`src/rtl/sobel_window_buffer.sv`:
```
// sobel_window_buffer
// Streaming 3x3 neighbourhood generator feeding a Sobel gradient stage.
// Two line buffers hold the previous two rows. Three 3-deep column shift
// registers hold the current window. Only the six non-centre-column pixels
// are presented downstream, with valid/ready flow control.
// Optional build macro: SOBEL_WIN_STATS_EN adds the drop_cnt_o and
// restart_cnt_o statistics outputs.
module sobel_window_buffer #(
   parameter int IMG_WIDTH  = 64,
   parameter int IMG_HEIGHT = 64,
   parameter int CW         = 16
) (
   input  logic              clk_i,
   input  logic              rst_i,
   input  logic              pix_valid_i,
   output logic              pix_ready_o,
   input  logic signed [7:0] pix_data_i,
   input  logic              sof_i,
   output logic              win_valid_o,
   input  logic              win_ready_i,
   output logic signed [7:0] p00_o,
   output logic signed [7:0] p02_o,
   output logic signed [7:0] p10_o,
   output logic signed [7:0] p12_o,
   output logic signed [7:0] p20_o,
   output logic signed [7:0] p22_o,
   output logic [CW-1:0]     win_x_o,
   output logic [CW-1:0]     win_y_o,
   output logic              frame_done_o
`ifdef SOBEL_WIN_STATS_EN
   ,
   output logic [15:0]       drop_cnt_o,
   output logic [7:0]        restart_cnt_o
`endif
);

   typedef logic signed [7:0] pix_t;
   typedef enum logic [1:0] {IDLE, FILL, ACTIVE} state_e;

   localparam int            AW       = $clog2(IMG_WIDTH);
   localparam logic [CW-1:0] LAST_COL = CW'(IMG_WIDTH - 1);
   localparam logic [CW-1:0] LAST_ROW = CW'(IMG_HEIGHT - 1);
   localparam logic [CW-1:0] TWO      = CW'(2);

   state_e        state_q, state_d;
   logic [CW-1:0] col_q, col_d;
   logic [CW-1:0] row_q, row_d;
   logic [CW-1:0] win_x_q, win_x_d;
   logic [CW-1:0] win_y_q, win_y_d;
   logic          win_valid_q, win_valid_d;
   logic          frame_done_q, frame_done_d;

   // Column shift registers: element [0] is column c, [2] is column c-2.
   // Row 0 is the oldest image row (r-2), row 2 is the current row (r).
   pix_t [2:0]    sr0_q, sr0_d;
   pix_t [2:0]    sr1_q, sr1_d;
   pix_t [2:0]    sr2_q, sr2_d;

   // lb0 holds row r-1, lb1 holds row r-2, indexed by column.
   pix_t          lb0_mem [IMG_WIDTH];
   pix_t          lb1_mem [IMG_WIDTH];

   logic          accept;
   logic          process;
   logic [CW-1:0] cur_col;
   logic [CW-1:0] cur_row;
   logic [AW-1:0] col_idx;
   pix_t          lb0_rd;
   pix_t          lb1_rd;
   logic          last_pix;

   // A pixel is taken whenever the output register is free or being emptied.
   assign pix_ready_o = !win_valid_q || win_ready_i;
   assign accept      = pix_valid_i && pix_ready_o;

   // Pixel position: sof forces the accepted pixel to (0,0) in any state.
   always_comb begin
      process  = accept && (sof_i || (state_q != IDLE));
      cur_col  = sof_i ? '0 : col_q;
      cur_row  = sof_i ? '0 : row_q;
      col_idx  = cur_col[AW-1:0];
      lb0_rd   = lb0_mem[col_idx];
      lb1_rd   = lb1_mem[col_idx];
      last_pix = (cur_row == LAST_ROW) && (cur_col == LAST_COL);
   end

   // Next-state, counters, shift registers and window load.
   always_comb begin
      // NOTE: every variable gets a default first so no path can infer a latch.
      state_d      = state_q;
      col_d        = col_q;
      row_d        = row_q;
      win_x_d      = win_x_q;
      win_y_d      = win_y_q;
      win_valid_d  = win_valid_q && !win_ready_i;
      frame_done_d = 1'b0;
      sr0_d        = sr0_q;
      sr1_d        = sr1_q;
      sr2_d        = sr2_q;

      if (process) begin
         sr0_d = {sr0_q[1:0], lb1_rd};
         sr1_d = {sr1_q[1:0], lb0_rd};
         sr2_d = {sr2_q[1:0], pix_data_i};
         if (cur_col == LAST_COL) begin
            col_d = '0;
            row_d = cur_row + 1'b1;
         end else begin
            col_d = cur_col + 1'b1;
            row_d = cur_row;
         end
         // Columns 0-1 and rows 0-1 never complete a window, so stale
         // shift-register contents from the previous row are never emitted.
         if ((cur_row >= TWO) && (cur_col >= TWO)) begin
            win_valid_d = 1'b1;
            win_x_d     = cur_col - 1'b1;
            win_y_d     = cur_row - 1'b1;
         end
      end

      unique case (state_q)
         IDLE: begin
            if (process) state_d = FILL;
         end
         FILL: begin
            if (process && (row_d == TWO)) state_d = ACTIVE;
         end
         ACTIVE: begin
            if (process) begin
               if (sof_i) begin
                  state_d = FILL;
               end else if (last_pix) begin
                  state_d      = IDLE;
                  row_d        = '0;
                  frame_done_d = 1'b1;
               end
            end
         end
         default: state_d = IDLE;
      endcase
   end

   // Control and output registers with synchronous reset.
   always_ff @(posedge clk_i) begin
      if (rst_i) begin
         state_q      <= IDLE;
         col_q        <= '0;
         row_q        <= '0;
         win_x_q      <= '0;
         win_y_q      <= '0;
         win_valid_q  <= 1'b0;
         frame_done_q <= 1'b0;
         sr0_q        <= '0;
         sr1_q        <= '0;
         sr2_q        <= '0;
      end else begin
         // NOTE: non-blocking assignments so every register samples pre-edge values.
         state_q      <= state_d;
         col_q        <= col_d;
         row_q        <= row_d;
         win_x_q      <= win_x_d;
         win_y_q      <= win_y_d;
         win_valid_q  <= win_valid_d;
         frame_done_q <= frame_done_d;
         sr0_q        <= sr0_d;
         sr1_q        <= sr1_d;
         sr2_q        <= sr2_d;
      end
   end

   // Line buffers: age the column by one row and store the new pixel.
   always_ff @(posedge clk_i) begin
      // NOTE: line-buffer storage is not reset; rows 0-1 of a frame rewrite it
      // before any window reads it, and leaving it unreset lets it map to RAM.
      if (process) begin
         lb1_mem[col_idx] <= lb0_rd;
         lb0_mem[col_idx] <= pix_data_i;
      end
   end

   assign win_valid_o  = win_valid_q;
   assign frame_done_o = frame_done_q;
   assign win_x_o      = win_x_q;
   assign win_y_o      = win_y_q;
   // The shift registers only move on accepts, and no accept happens while a
   // window is stalled, so their taps hold still exactly when required.
   assign p00_o        = sr0_q[2];
   assign p02_o        = sr0_q[0];
   assign p10_o        = sr1_q[2];
   assign p12_o        = sr1_q[0];
   assign p20_o        = sr2_q[2];
   assign p22_o        = sr2_q[0];

`ifdef SOBEL_WIN_STATS_EN
   logic [15:0] drop_cnt_q, drop_cnt_d;
   logic [7:0]  restart_cnt_q, restart_cnt_d;

   // Saturating counters for pixels dropped in IDLE and mid-frame restarts.
   always_comb begin
      drop_cnt_d    = drop_cnt_q;
      restart_cnt_d = restart_cnt_q;
      if (accept && !sof_i && (state_q == IDLE) && (drop_cnt_q != 16'hFFFF))
         drop_cnt_d = drop_cnt_q + 1'b1;
      if (accept && sof_i && (state_q != IDLE) && (restart_cnt_q != 8'hFF))
         restart_cnt_d = restart_cnt_q + 1'b1;
   end

   // Statistics registers.
   always_ff @(posedge clk_i) begin
      if (rst_i) begin
         drop_cnt_q    <= '0;
         restart_cnt_q <= '0;
      end else begin
         drop_cnt_q    <= drop_cnt_d;
         restart_cnt_q <= restart_cnt_d;
      end
   end

   assign drop_cnt_o    = drop_cnt_q;
   assign restart_cnt_o = restart_cnt_q;
`else
   // Default build: no statistics counters exist.
`endif

endmodule

```
`config.mk`:
```
export PLATFORM = sky130hd
export DESIGN_NAME = sobel_window_buffer
export DESIGN_NICKNAME = d
export VERILOG_FILES = /design/src/rtl/sobel_window_buffer.sv
export SDC_FILE = /design/constraint.sdc
export NUM_CORES = 1
export LEC_CHECK = 0
export CAP_MARGIN = 20
export CORE_MARGIN = 3
export CORE_UTILIZATION = 28
export CTS_BUF_LIST = sky130_fd_sc_hd__clkbuf_16
export DETAILED_ROUTE_END_ITERATION = 6
export PLACE_DENSITY = 0.54
export SKIP_LAST_GASP = 1
export SLEW_MARGIN = 40
export SYNTH_ARGS = -nofsm -noshare
export SYNTH_HDL_FRONTEND = slang
export SYNTH_SLANG_ARGS = --single-unit
```
`constraint.sdc`:
```
create_clock -name clk_i -period 7.73 [get_ports clk_i]
set_input_delay 1.1595 -clock clk_i [delete_from_list [all_inputs] [get_ports clk_i]]
set_output_delay 1.1595 -clock clk_i [all_outputs]
set_load 0.02 [all_outputs]
```
### Yosys cells after proc, flatten, opt, wreduce, memory -nomap -nowiden

Memory sizes are Yosys's and may differ from the RTL's. A register that Yosys moved wholly into a read port is not among the register bits.
Index checks and enable logic that the tools add are counted.

* bits in registers: 132
* bits in writable memories: 1024
* input port bits: 13
* output and inout port bits: 83
* logic and storage cells: 69
* memories: 2

* add/subtract/negate cells: 4
* magnitude comparators: 2
* eq/ne operators: 9
* mux-type cells: 20
* bitwise logic cells: 2
* reductions and logical operators: 15

Memory list
* lb0_mem: words 64, bits a word 8, rd ports 1, clocked after Yosys merged registers in 0, write ports 1, line 60 `pix_t lb0_mem [IMG_WIDTH];`
* lb1_mem: words 64, bits a word 8, rd ports 1, clocked after Yosys merged registers in 1, write ports 1, line 61 `pix_t lb1_mem [IMG_WIDTH];`

Operator list (count)
* 2-to-1 mux 16 bit: 9
* adder 16 x 1 -> 16 bit (second input constant): 2
* equality test 16 x 6 -> 1 bit (second input constant): 2
* >= comparator 16 x 2 -> 1 bit (second input constant): 2
* subtractor 16 x 1 -> 16 bit (second input constant): 2
* equality test 16 x 2 -> 1 bit (second input constant): 1
* 2-to-1 mux 2 bit: 5
* logical AND 1 bit: 6
* != test 2 bit (second input constant): 3
* case mux 2 bit (3 select lines): 1
* 2-to-1 mux 1 bit: 5
* AND reduction 4 bit: 1
* OR reduction 4 bit: 1
* != test 3 bit (second input constant): 1
* equality test 2 x 1 -> 1 bit (second input constant): 1
* equality test 2 bit (second input constant): 1
* logical NOT 1 bit: 2
* logical NOT 2 bit: 1
* logical OR 1 bit: 2
* inverter 1 bit: 2
* AND reduction 2 bit: 1
* nonzero test 2 bit: 1

### Depth between registers and ports, before layout

Gate-level depths: netlist of run 1.

* depth after elaboration: 9
* mapped depth: 17

### Worst setup path before layout of run 1

OpenSTA, ideal clock, no wires.

* path kind: in2reg
* start: input port sof_i
* end: memory lb1_mem[0][2] in the netlist's numbering, data pin
* data arrival time: 5472 ps
* slack: 1508 ps
* stages: 9
* path buffers: 4
* path through: buf_2 -> buf_2 -> nor4b_4 -> clkbuf_1 -> buf_2 -> a221oi_1 -> nand3_1 -> nand3_1 -> a221oi_1

* word-level cells in the longest chain between the ends: 2

Ends and longest elaborated chain
* start: declaration: line 18 `input logic sof_i,`
* 2-to-1 mux 16 bit: line 79 `cur_col = sof_i ? '0 : col_q;`
* memory read (64 x 8 bit)
* named net lb0_rd[2]: line 68 `pix_t lb0_rd;`
* end: declaration: line 61

The timed path passes the listed nets, and every way through them passes these cells.

### Worst setup path in the final report of run 1

* start: register col_q[1]
* end: memory lb1_mem[24][5] in the netlist's numbering, data pin

* word-level cells in the longest chain between the ends: 2

Ends and longest elaborated chain
* start: declaration: line 46 `logic [CW-1:0] col_q, col_d;`
* start signal: assignment: line 159 `col_q <= col_d;`
* 2-to-1 mux 16 bit: line 79
* memory read (64 x 8 bit)
* named net lb0_rd[5]: line 68

The timed path passes the listed nets, and every way through them passes these cells.

==> results.toml, run 1 <==
[outcome]
status = "completed"

[yosys]
yosysWarnings = 0
ys_types = 87
syn_inst = 3337
syn_avg_cell_area_um2 = 13.81
synth.cell_area_um2 = 46090
synth_edf_count = 1024
yosys_most_used_dff = "edfxtp_1"
ys_seq_area_share_pct = 72.79
syn-num-nets = 3355
ys_ff_latch = 1164
synthArstFlopShare_pct = 0

[detailed_routing]
dr.first_iter.drc_count = 3722
wl_per_cell_um = 27.17
drc = 0
routed_wirelength_um = 154900
drt_first_pass_iters = 5
drtAntennaViolNets = 0
routed-via-count = 30060
vias_per_cell = 5.273

[floorplan]
rows = 148
start_util_pct = 28.25
die_x_um = 411.7
chipHeight_um = 411.7
core_um2 = 163100
die_area_um2 = 169500
ios = 96

[timing]
finClkSkew_ns = 0.03185
period_share_pct = 63.23
setup_viol = 0
relSlewSlack_pct = 38.84
min_period_ns = 4.888
fin_tns_setup_ns = 0
worst_pin_slew_ns = 0.9174
hold_viol = 0
rsz0062_at_grt = "no"
fmax_ghz = 0.2046
slew_viol_final = 0

[clocking]
clkSinkCount = 1164
clockBufferDepth = 3
cts_resized = 0
cts_tree = "done"
cts-root-buf = "clkbuf_16"
clk_latency_ns = 0.73
cts_made_buffers = 120
cts_hold_buf = 0
clkTransAtPathRegs_ns = 0.06
h-tree-depth = 3
post_cts_buffers = 0

[finish]
final_net_count = 3443
fin_util_pct = 32.97
fillers = 15930
syn2layout_area_growth_pct = 16.70
drive_gt1_share_pct = 12.31
final_cells = 5701

[worst_setup_path]
critPathKind = "reg2reg"
cp.required_ns = 8.16
start_kind = "register"
ff2ff_path_depth = 9
rr_endpoint = "lb1_mem[24][5]"
reg2reg_from = "col_q[1]"
crit_path_end = "lb1_mem[24][5]"
crit_fanout = 46
ff2ff_setup_slack_ns = 2.84
arrival_ns = 5.32
crit_path_end_kind = "register"
cp-startpoint = "col_q[1]"

[power_and_ir_drop]
power.density_nw_per_um2 = 246.0
max-vdd-ir-drop_uv = 178.6
leakage_nw = 17.50

[global_route]
antenna_found_initial = 3
grt_use_met3_pct = 3.298
grt_max_degree = 106
grt_overflow = 0
grt_usage_pct = 17.81
grt_pass1_vias = 28290
gr-usage-met2_pct = 28.00
grt-busiest-layer = "met2"
grt_pass1_wl_um = 219000
grt_use_met1_pct = 24.62

[placed_design]
gp_congestion = 0.8482
place_inst = 5476
io_buffers = 95
dp_hpwl_um = 89380

[hold_path]
worstHoldPathType = "reg2reg"
hold_start = "sr2_q[9]"

[run]
drv_cap = 0
==> cell families (layout without fill, tap and decap cells) <==
kind of cell / after synthesis / after routing / share of synthesized area [%]
other cells: 0 / 1 / 0
flops: 1164 / 1164 / 72.79
buf+inv: 297 / 485 / 2.997
simple gates: 921 / 921 / 8.857
xor+xnor: 16 / 16 / 0.3040
mux: 167 / 167 / 4.145
compound gates: 767 / 767 / 10.77
fa+ha+maj: 5 / 5 / 0.1357
==> flip-flops by register name (all words and copies together) (netlist names), 16 cells and up <==
signal,flops
col_q,16
lb0_mem,512
lb1_mem,512
row_q,16
win_x_o,16
win_y_o,16
==> how the worst min path moves through the flow <==
stage,cells after the start,end,slack [ns]
final,2,p20_o[1],0.45
after detailed placement,2,p20_o[4],0.44
after global placement,2,p10_o[7],0.44
after global routing,2,p00_o[0],0.47
after floorplan,2,p00_o[0],0.43
after CTS,2,p20_o[4],0.45
==> area by class of cell <==
class	count	area (µm²)	area share, %
clock buffer	125	3128	5.815
sequential	1164	33560	62.39
tap	2175	2721	5.059
clock inverter	97	689.4	1.282
multi-input combinational	1876	11430	21.25
timing repair buffer	246	2186	4.064
inverter	17	72.57	0.1349
antenna	1	2.502	0.004652
==> cells in the final DEF (no fill, tap or decap), types with 9 or more instances in the layout <==
| master | Yosys | routed |
|---|---|---|
| a2111oi_0 | 16 | 13 |
| a211oi_1 | 33 | 33 |
| a21oi_1 | 315 | 315 |
| a221oi_1 | 54 | 53 |
| a222oi_1 | 23 | 23 |
| a22o_1 | 13 | 13 |
| a22oi_1 | 49 | 49 |
| a311oi_1 | 17 | 16 |
| a31oi_1 | 33 | 32 |
| and3_1 | 20 | 19 |
| buf_12 | 0 | 9 |
| buf_4 | 49 | 135 |
| buf_6 | 1 | 9 |
| clkbuf_16 | 0 | 125 |
| clkdlybuf4s50_1 | 0 | 85 |
| clkinv_1 | 2 | 30 |
| clkinv_2 | 0 | 18 |
| dfxtp_1 | 140 | 136 |
| edfxtp_1 | 1024 | 1024 |
| inv_1 | 12 | 38 |
| mux2_2 | 16 | 16 |
| mux2i_1 | 132 | 132 |
| mux4_2 | 17 | 17 |
| nand2_1 | 498 | 495 |
| nand2b_1 | 11 | 10 |
| nand3_1 | 46 | 45 |
| nand4_1 | 14 | 14 |
| nor2_1 | 195 | 186 |
| nor2b_1 | 18 | 13 |
| nor3_1 | 28 | 27 |
| nor4_1 | 23 | 18 |
| o21ai_0 | 82 | 82 |
| o221ai_1 | 20 | 20 |
| o22ai_1 | 37 | 37 |
| o31ai_1 | 10 | 10 |
| or3_1 | 15 | 15 |
| xnor2_1 | 9 | 9 |
==> report_power, final <==
group          internal (mW)  total, mW  switching [mW]
Combinational          0.158      0.655           0.497
Clock                   3.18       5.63            2.46
Sequential              6.92       6.95          0.0304
==> critical path, stage by stage, from the launching register on <==
cell and delay [ns]:
dfxtp_2 0.62, buf_4 0.53, nor4bb_4 0.72, buf_12 0.33, a22oi_1 0.14, and3_1 0.23
a311oi_1 0.64, nor3_2 0.27, nor2_4 0.44, buf_4 0.52
==> through the flow <==
| stage | setup WS [ns] | power, mW | hold WS, ns | instance area [µm²] |
|---|---|---|---|---|
| floorplan | 1.508 | 7.392 | 0.4321 | 46090 |
| global placement | 2.206 | 7.709 | 0.4372 | 49780 |
| detailed placement | 2.153 | 7.722 | 0.4417 | 49910 |
| CTS | 2.906 | 13.31 | 0.4510 | 53730 |
| global route | 2.648 | 13.61 | 0.4734 | 53790 |
| finish | 2.842 | 13.23 | 0.4504 | 53790 |
==> cells in the mapped netlist (42+ instances only) <==
cell | count | area share, %
dfxtp_1 | 140 | 6.1
a221oi_1 | 54 | 1.0
nor2_1 | 195 | 1.6
a22oi_1 | 49 | 0.80
buf_1 | 42 | 0.34
a21oi_1 | 315 | 3.4
edfxtp_1 | 1024 | 67
clkbuf_1 | 128 | 1.0
o21ai_0 | 82 | 0.89
nand2_1 | 498 | 4.1
buf_4 | 49 | 0.80
nand3_1 | 46 | 0.50
buf_2 | 60 | 0.65
mux2i_1 | 132 | 2.9
==> routing by layer <==
| metal | up-vias | part of all wire, % |
|---|---|---|
| li1 | 12880 | - |
| met1 | 15290 | 41 |
| met2 | 1632 | 46 |
| met3 | 249 | 9.4 |
| met4 | 2 | 3.3 |
| met5 | - | 0.0045 |
Power figures use the tool's default switching activity.
==> run 2: changes to the inputs <==
--- a/config.mk
+++ b/config.mk
@@ -10,7 +10,7 @@
 export CORE_UTILIZATION = 28
 export CTS_BUF_LIST = sky130_fd_sc_hd__clkbuf_16
 export DETAILED_ROUTE_END_ITERATION = 6
-export PLACE_DENSITY = 0.54
+export PLACE_DENSITY = 0.56
 export SKIP_LAST_GASP = 1
 export SLEW_MARGIN = 40
 export SYNTH_ARGS = -nofsm -noshare
==> constraint.sdc (replaced) <==
create_clock -name clk_i -period 4.35 [get_ports clk_i]
set_input_delay 0.6525 -clock clk_i [delete_from_list [all_inputs] [get_ports clk_i]]
set_output_delay 0.6525 -clock clk_i [all_outputs]
set_load 0.02 [all_outputs]
==> run 2 against run 1 <==
Against the previous run: the run now ends with DRC left; sequential power rose by 77%; maximum frequency rose by 25%; count of clock-buffer cells in the layout fell by 7; final cell count rose by 1.9%; largest cell class unchanged; utilization rose by 0.59 points; highest routed layer unchanged; sequential share of layout area fell by 1.1 points; critical endpoint is now p02_o[7]; critical path depth did not move; register-to-register slack got worse by 2.4 ns.
==> results.toml, run 2 (synthesized netlist as in run 1, its figures left out) <==
[global_route]
antenna_found_initial = 5
grt_pass1_vias = 28530
grt_max_degree = 80
grt_pass1_wl_um = 215200
grt_usage_pct = 17.40
grt_overflow = 0

[clocking]
clockBufferDepth = 3
clk_latency_ns = 0.73
cts_hold_buf = 0
cts-root-buf = "clkbuf_16"
cts_made_buffers = 117
cts_tree = "done"
clkSinkCount = 1164
clkTransAtPathRegs_ns = 0.07
h-tree-depth = 3
post_cts_buffers = 0
cts_resized = 0

[timing]
finClkSkew_ns = 0.04464
fin_hold_ws_ns = 0.3582
hold_viol = 0
slew_viol_final = 0
min_period_ns = 3.923
worst_pin_slew_ns = 0.9772
setup_viol = 0
fin_tns_setup_ns = 0
period_share_pct = 90.18
rsz0062_at_grt = "no"
fmax_ghz = 0.2549
relSlewSlack_pct = 34.72

[power_and_ir_drop]
max-vdd-ir-drop_uv = 380.3
pwr-share-seq_pct = 52.2
p_comb_share_pct = 5.3
p_sw_share_pct = 22.45
internal-power_mw = 18.33
netSwitchingPower_mw = 5.306
clock_power_share_pct = 42.5
leakage_nw = 18.07
power.density_nw_per_um2 = 431.7

[placed_design]
place_inst = 5590
gp_congestion = 0.9048
place_area_um2 = 50910
io_buffers = 95
dp_hpwl_um = 94750

[detailed_routing]
routed-via-count = 30450
dr.first_iter.drc_count = 3939
drt_first_pass_iters = 7
vias_per_cell = 5.240
routed_wirelength_um = 151300
drtAntennaViolNets = 0
wl_per_cell_um = 26.04
drc = 2

[finish]
final_area_um2 = 54760
drive_gt1_share_pct = 14.75
final_net_count = 3553
layout_common_cells = "1024 x edfxtp_1, 496 x nand2_1, 315 x a21oi_1"
final_common_cell = "edfxtp_1"
largest_registers = "lb0_mem: 512 flops, lb1_mem: 512 flops"
final_cells = 5810
syn2layout_area_growth_pct = 18.80

[worst_setup_path]
crit_path_end_kind = "register"
ff2ff_setup_slack_ns = 0.43
crit_fanout = 30
arrival_ns = 4.51
start_kind = "register"
cp.required_ns = 4.93
ff2ff_path_depth = 9
critPathKind = "reg2reg"

[floorplan]
start_util_pct = 28.25
core_um2 = 163100
die_x_um = 411.7
rows = 148
die_area_um2 = 169500
ios = 96
chipHeight_um = 411.7

[hold_path]
worstHoldPathType = "in2reg"
hold_path_depth = 2

[run]
drv_cap = 0

[outcome]
violations = "DRC"
status = "finished, violations left"
[run 2: cell types whose count changed in the layout (fill, tap and decap cells not counted), sizes merged]
cell      previous run  this run
clkinvlp             5        10
diode                1         2
clkbuf             125       118
buf                161       274
inv                 50        44
clkinv              51        49
bufinv               8        13
[run 2: path summary, 6_finish.rpt]
check / from / endpoint
setup reg to reg: col_q[2] / p02_o[7]
setup / recovery: col_q[2] / p02_o[7]
hold reg to reg: sr1_q[15] / p10_o[7]
hold / removal: rst_i / win_y_o[5]
[run 2: per-stage QoR]
step | utilization [%] | worst slack (ns) | power [mW]
CTS | 33.55 | 0.5418 | 23.78
floorplan | - | 0.06421 | 13.14
global placement | 31.18 | 0.03417 | 13.80
finish | 33.56 | 0.4270 | 23.64
global route | 33.56 | 0.4529 | 24.30
detailed placement | 31.21 | 0.2805 | 13.81
[run 2: power by group through the flow]
stage / Sequential [mW] / Combinational (mW) / Clock [mW]
finish: 12.3 / 1.26 / 10.0
CTS: 12.3 / 1.24 / 10.2
global placement: 12.6 / 1.23 / 0
global route: 12.3 / 1.32 / 10.7
detailed placement: 12.6 / 1.24 / 0
floorplan: 12.5 / 0.585 / 0
[run 2: metal layers]
layer  GRT usage [%]  wire length (µm)
met5               0                13
met4           6.066              5381
met3           3.469             14960
met2           26.61             67790
met1           24.52             63160
[run 2: critical path, cell delays in order, from the launching register on]
cell and delay, ns:
dfxtp_4 0.66, nor3_1 0.14, or2_4 0.49, buf_4 0.30, a221oi_1 0.52, a21oi_1 0.29
a2111oi_1 0.88, buf_4 0.27, a211o_1 0.14, a21oi_1 0.06
[run 2: cell type report]
cell class                 instances  area, µm²
multi-input combinational       1876      11330
fill                           15760     108400
tap                             2175       2721
clock buffer                     118       2953
antenna                            2      5.005
sequential                      1164      33560
clock inverter                    99      872.1
timing repair buffer             359       3242
inverter                          17      71.32
